===== src/rtl/trail_gen.sv =====
// ---------------------------------------------------------------------------
// trail_gen
//
// Purpose:
//   Keeps the player trail used by the frame-snapshot stage and the VGA
//   picture generator. It is a circular buffer of DEPTH points (x, y, life).
//   On every frame tick while the game is running:
//     - each live point scrolls left by SCROLL_SPEED pixels, and
//     - a point that reaches the left edge is killed.
//   Every SPAWN_INTERVAL ticks a new point is written at (PLAYER_X,
//   player_y). It always overwrites the oldest slot, whether that slot is
//   alive or not.
//
// Optional feature (compile-time macro TRAIL_FADE_EN):
//   Defined   : live points also lose one unit of life every LIFE_DIV ticks.
//               A point whose life reaches 0 dies, and its x is set to 0.
//   Undefined : life stays at MAX_LIFE until the point scrolls off or is
//               overwritten. LIFE_DIV is ignored.
//
// Ports:
//   clk          in   game clock; all logic runs on the rising edge
//   rst_n        in   asynchronous active-low reset
//   tick         in   one-cycle frame-advance strobe
//   run          in   1 = playing, 0 = frozen (ticks are ignored)
//   clear        in   synchronous wipe; takes priority over tick
//   player_y     in   [8:0] current player y, sampled on spawn
//   trail_x      out  [DEPTH*10-1:0] packed x; entry i at [i*10 +: 10]
//   trail_y      out  [DEPTH*9-1:0]  packed y; entry i at [i*9 +: 9]
//   trail_life   out  [DEPTH*4-1:0]  packed life; 0 = dead / not drawn
//   wr_ptr       out  [5:0] next slot to be written
//   active_count out  [5:0] number of entries with life != 0
//                     (combinational, taken from the current registers)
// ---------------------------------------------------------------------------
module trail_gen #(
    parameter int DEPTH          = 41,
    parameter int MAX_LIFE       = 15,
    parameter int SPAWN_INTERVAL = 2,
    parameter int SCROLL_SPEED   = 4,
    parameter int PLAYER_X       = 100,
    parameter int LIFE_DIV       = 1
) (
    input  logic                 clk,
    input  logic                 rst_n,
    input  logic                 tick,
    input  logic                 run,
    input  logic                 clear,
    input  logic [8:0]           player_y,
    output logic [DEPTH*10-1:0]  trail_x,
    output logic [DEPTH*9-1:0]   trail_y,
    output logic [DEPTH*4-1:0]   trail_life,
    output logic [5:0]           wr_ptr,
    output logic [5:0]           active_count
);

    // A counter that wraps at 1 would need zero bits; keep at least one bit.
    localparam int SCW = (SPAWN_INTERVAL > 1) ? $clog2(SPAWN_INTERVAL) : 1;

    localparam logic [9:0]     SPEED     = 10'(SCROLL_SPEED);
    localparam logic [9:0]     SPAWN_X   = 10'(PLAYER_X);
    localparam logic [3:0]     LIFE_INIT = 4'(MAX_LIFE);
    localparam logic [SCW-1:0] SPAWN_TOP = SCW'(SPAWN_INTERVAL - 1);
    localparam logic [5:0]     PTR_TOP   = 6'(DEPTH - 1);

    // ------------------------------------------------------------------
    // Shared control state
    // ------------------------------------------------------------------
    logic [5:0]     r_wr_ptr;
    logic [SCW-1:0] r_spawn_cnt;

    // Clear beats tick, so an advance happens only when clear is low.
    logic w_adv;
    logic w_spawn;

    assign w_adv   = tick & run & ~clear;
    assign w_spawn = w_adv & (r_spawn_cnt == '0);

`ifdef TRAIL_FADE_EN
    localparam int DVW = (LIFE_DIV > 1) ? $clog2(LIFE_DIV) : 1;
    localparam logic [DVW-1:0] DIV_TOP = DVW'(LIFE_DIV - 1);

    logic [DVW-1:0] r_div_cnt;
    logic           w_fade;

    // Life ages on the ticks where the divider sits at zero.
    assign w_fade = (r_div_cnt == '0);

    always_ff @(posedge clk or negedge rst_n) begin
        if (!rst_n) begin
            r_div_cnt <= '0;
        end else if (clear) begin
            r_div_cnt <= '0;
        end else if (w_adv) begin
            r_div_cnt <= (r_div_cnt == DIV_TOP) ? '0 : r_div_cnt + 1'b1;
        end
    end
`endif

    always_ff @(posedge clk or negedge rst_n) begin
        if (!rst_n) begin
            r_wr_ptr    <= '0;
            r_spawn_cnt <= '0;
        end else if (clear) begin
            r_wr_ptr    <= '0;
            r_spawn_cnt <= '0;
        end else if (w_adv) begin
            r_spawn_cnt <= (r_spawn_cnt == SPAWN_TOP) ? '0 : r_spawn_cnt + 1'b1;
            if (w_spawn) begin
                r_wr_ptr <= (r_wr_ptr == PTR_TOP) ? 6'd0 : r_wr_ptr + 6'd1;
            end
        end
    end

    // ------------------------------------------------------------------
    // Per-entry storage and update. Each entry owns its registers, so
    // every entry can be updated in parallel on every tick.
    // ------------------------------------------------------------------
    logic [DEPTH-1:0] w_alive;

    for (genvar gi = 0; gi < DEPTH; gi++) begin : g_entry
        logic [9:0] r_x;
        logic [8:0] r_y;
        logic [3:0] r_life;
        logic [9:0] w_x_next;
        logic [3:0] w_life_next;
        logic       w_hit;

        // This slot is the spawn target on this tick.
        assign w_hit = w_spawn && (r_wr_ptr == 6'(gi));

        // Scroll/age result for a live entry. Dead entries keep their
        // value, which is always zero unless this slot is spawned.
        always_comb begin
            w_x_next    = r_x;
            w_life_next = r_life;
            if (r_life != 4'd0) begin
                if (r_x <= SPEED) begin
                    // Would cross the left edge: the point is removed.
                    w_x_next    = 10'd0;
                    w_life_next = 4'd0;
                end else begin
                    w_x_next = r_x - SPEED;
`ifdef TRAIL_FADE_EN
                    if (w_fade) begin
                        w_life_next = r_life - 4'd1;
                        // The last unit of life is used up: the point dies.
                        if (r_life == 4'd1) begin
                            w_x_next = 10'd0;
                        end
                    end
`endif
                end
            end
        end

        always_ff @(posedge clk or negedge rst_n) begin
            if (!rst_n) begin
                r_x    <= '0;
                r_y    <= '0;
                r_life <= '0;
            end else if (clear) begin
                r_x    <= '0;
                r_y    <= '0;
                r_life <= '0;
            end else if (w_adv) begin
                if (w_hit) begin
                    // A spawn replaces the scroll/age update for this slot.
                    r_x    <= SPAWN_X;
                    r_y    <= player_y;
                    r_life <= LIFE_INIT;
                end else begin
                    r_x    <= w_x_next;
                    r_life <= w_life_next;
                end
            end
        end

        assign w_alive[gi]           = (r_life != 4'd0);
        assign trail_x[gi*10 +: 10]  = r_x;
        assign trail_y[gi*9 +: 9]    = r_y;
        assign trail_life[gi*4 +: 4] = r_life;
    end

    // ------------------------------------------------------------------
    // Live-entry population count
    // ------------------------------------------------------------------
    logic [5:0] w_count;

    always_comb begin
        w_count = 6'd0;
        for (int i = 0; i < DEPTH; i++) begin
            w_count = w_count + 6'(w_alive[i]);
        end
    end

    assign active_count = w_count;
    assign wr_ptr       = r_wr_ptr;

endmodule

===== config.mk =====
export PLATFORM = sky130hd
export DESIGN_NAME = trail_gen
export DESIGN_NICKNAME = d
export VERILOG_FILES = /design/src/rtl/trail_gen.sv
export SDC_FILE = /design/constraint.sdc
export NUM_CORES = 2
export LEC_CHECK = 0
export CORE_AREA = 2 2 382 384
export CTS_CLUSTER_DIAMETER = 40
export DETAILED_ROUTE_END_ITERATION = 10
export DIE_AREA = 0 0 384 386
export SYNTH_ARGS = -nofsm -noshare
export SYNTH_HDL_FRONTEND = slang
export SYNTH_SLANG_ARGS = --single-unit

===== constraint.sdc =====
create_clock -name clk -period 8.9 [get_ports clk]
set_clock_uncertainty 0.15 [all_clocks]
set_input_delay 1.78 -clock clk [delete_from_list [all_inputs] [get_ports clk]]
set_output_delay 1.78 -clock clk [all_outputs]
set_load 0.1 [all_outputs]

==> qor.csv <==
metric,value,unit
P_sw,0.00447,W
internal power,0.00790,W
Yosys cell types,95,
Syn Inst Count,3958,
Die Wd,384,microns
"Top FF cell, synth",dfrtp_1,
setup TNS,0,ns
Synth async-reset ratio,100,%
WP data arrival,6.62,ns
post-synth top area share,49.8,%
GRT overflow,0,
Clock Latency Late Sink,0.75,ns
Post-DRT Antenna Nets,0,
global-route wire length before repair,229,mm
synthesis-stage register bit count,745,
CTS Buf Count,147,
largest net degree at the start of global routing,146,
Worst R2R Path Depth,6,
layout filler cell count,14506,
post_cts resized,0,
maxcap violations,0,
Seq pwr share,30.3,%
post-DP HPWL,119,mm
Synth Area in XOR/XNOR,0.421,%
Yosys Warn Count,0,
Post-synth EDFFs,0,
Port Buffers,886,
CTS Hold Bufs,0,
"reg-to-reg slack, setup",5.32,ns
RD Place Congestion,0.870,
"slowest stage cell, crit path",fa_1,
CP max FO,8,
Synth Area in Compound Gates,13.3,%
"delay-heaviest family, CP",adder cells,
initial antenna violation count,10,
DR pass1 iterations,5,
worst-path cell chain,inv_1 -> fa_1 -> fa_1 -> fa_1 -> fa_1 -> fa_1 -> fa_1 -> fa_1 -> fa_1 -> fa_1 -> inv_1 -> a21o_1 -> a21oi_1 -> xnor2_2 -> buf_12,
Fin. Hold Viols,0,
CP Launch Type,register,
worst slew pin tran,1.22,ns
P per Cell Area,235,nW/um^2
Starting Density,25.9,%
Switching Share,36.1,%
register area share after synthesis,49.8,%
hold path cells,2,
DR vias,33181,
Max Fclk,117,MHz
vias per cell,4.86,
Layout Nets,4926,
Root Buffer,clkbuf_16,
FF-to-FF Start,r_spawn_cnt$_DFFE_PN0P_,
number of global-route vias before repair,31958,
reg2reg end,g_entry[4].r_y[1]$_DFFE_PN0P_,
"Setup Fix Bufs, Post-CTS",0,
Crit Path Class,register to primary output,
core area,145000,sq um
die area,148000,sq um
crit end category,primary output,
DRC errors left,0,
clock sinks,745,
Critical Path RT,6.97,ns
maximum VDD drop,0.175,mV
CP dominant cell by count,fa_1,
Routed WL,161,mm
status,"finished, final reports clean",
Pwr Total,0.0124,W
ratio of final minimum period to clock period,96.0,%
mux cell area share after synthesis,3.86,%
"leading cell types in the layout, fill and taps excluded","845 x clkdlybuf4s50_1, 745 x dfrtp_1, 541 x nand2_1",
clock buffer depth,3,
simple-gate area share of the yosys netlist,20.0,%
Final Slew Violations,0,
synth-to-layout area growth,40.5,%
WL/cell,23.6,microns
register clock-pin slew on the reported worst setup and hold paths,0.05,ns
largest family of logic cells by synthesized area,simple AND/OR/NAND/NOR gates,
"area leader, netlist",dfrtp_1,
IO Pins,969,
end of the worst hold path,g_entry[28].r_y[7]$_DFFE_PN0P_,
# rows,140,
final setup vio count,0,
Syn Std Cell Area,37400,sq um
hold_sp,g_entry[28].r_y[7]$_DFFE_PN0P_,
Post-Synth Adder-Cell Area,4.92,%
Mean Syn Cell Area,9.46,sq um
RSZ-0062 raised after global routing,false,
GRT Util Overall,21.1,%
clock share of power,46.5,%
layout cells sized above 1,11.4,%
Slew headroom,18.3,%
min-delay worst type,register to register,
fin crit period,8.55,ns
Worst Path Buf+Inv,3,
htree depth,4,
dominant cells by area after synthesis,"dfrtp_1 50%, o21ai_0 5.5%, nand2_1 5.4%, buf_4 4.3%, nor2_1 3.5%",
DRT iter0 DRCs,2088,
power share of the combinational group,23.2,%
Leak,22.3,nW
TritonCTS clock tree,yes,
"commonest non-fill, non-tap cell in the layout",clkdlybuf4s50_1,
max incr delay on CP,0.58,ns
Die Height,386,microns
per-stage QoR:
step	hold slack [ns]	cell area, sq um	setup WS [ns]	utilization, %	cells
2_1_floorplan	0.424	37800	0.125	-	4039
3_3_place_gp	0.311	47500	1.04	32.8	6551
3_5_place_dp	0.319	47500	1.05	32.8	6552
4_1_cts	0.330	52600	0.163	36.4	6820
5_1_grt	0.342	52600	0.0237	36.4	6820
6_report	0.325	52600	0.354	36.4	6822
synthesized netlist by cell type (7+ instances only):
master,count
dfrtp_1,745
nand2_1,541
o21ai_0,414
nor2_1,345
buf_4,215
a21oi_1,214
nor3_1,178
inv_1,167
nand3_1,117
ha_1,96
clkbuf_1,87
mux2_2,83
a31oi_1,64
buf_2,58
or3_1,56
mux2i_1,51
nor4_1,49
or4_1,48
nand4_1,35
fa_1,32
nor2b_1,32
o31ai_1,26
o211ai_1,20
xnor2_1,14
a31o_2,13
nand3b_1,12
nor4_2,12
and3_1,11
nand2b_1,11
nor3b_1,9
a21o_1,8
buf_1,8
nor4b_2,8
o311ai_0,8
o41ai_1,8
a32o_1,7
worst max path at each step:
stage,slack (ns),to,startpoint,cells after the start
detailed placement,1.05,active_count[4],g_entry[23].r_life[2]$_DFFE_PN0P_,15
CTS,0.16,active_count[4],g_entry[23].r_life[2]$_DFFE_PN0P_,15
floorplan,0.12,active_count[3],g_entry[11].r_life[2]$_DFFE_PN0P_,15
global route,0.02,active_count[4],g_entry[23].r_life[2]$_DFFE_PN0P_,15
global placement,1.04,active_count[4],g_entry[23].r_life[2]$_DFFE_PN0P_,15
finish,0.35,active_count[4],g_entry[23].r_life[2]$_DFFE_PN0P_,15
worst min-delay path: cells and delay by family (launching register included):
kind | cells | cell delay, ns
AO/OA/AOI/OAI | 1 | 0.06
flip-flops | 1 | 0.33
AND/OR/NAND/NOR | 1 | 0.04
area by class of cell:
cell class	count	area [sq um]	share of cell area [%]
clock inverter	87	1100	2.10
clock buffer	181	4030	7.66
inverter	167	629	1.20
antenna	2	5.00	0.00951
multi-input combinational	2758	16300	31.0
tap	1917	2400	4.56
sequential	745	18600	35.4
timing repair buffer	965	9470	18.0
routing by layer:
metal / GRT usage [%] / vias up / wire length (microns)
met5: 0 / - / 10
met4: 6.70 / 2 / 4710
met3: 7.39 / 236 / 13800
met2: 34.6 / 1251 / 76700
met1: 25.9 / 16388 / 65700
li1: - / 15304 / -
flip-flops by register name (all words and copies together) (netlist names):
register	count
g_entry.r_x	328
wr_ptr	6
g_entry.r_y	369
r_spawn_cnt	1
g_entry.r_life	41
cells by family after synthesis:
logic type / after synthesis
AOI/OAI and AO/OA: 865
xor gates and xnor gates: 18
adders and majority gates: 128
buffers and inverters: 536
DFF: 745
muxes: 134
other: 1
and+or+nand+nor: 1531
power groups by stage:
stage / registers (W) / logic (W) / clock network, W
2_1_floorplan: 0.00515 / 0.000739 / 0
3_3_place_gp: 0.00378 / 0.00288 / 0
3_5_place_dp: 0.00379 / 0.00288 / 0
4_1_cts: 0.00374 / 0.00289 / 0.00588
5_1_grt: 0.00377 / 0.00300 / 0.00604
6_report: 0.00374 / 0.00287 / 0.00575
(Power assumes the default switching activity.)
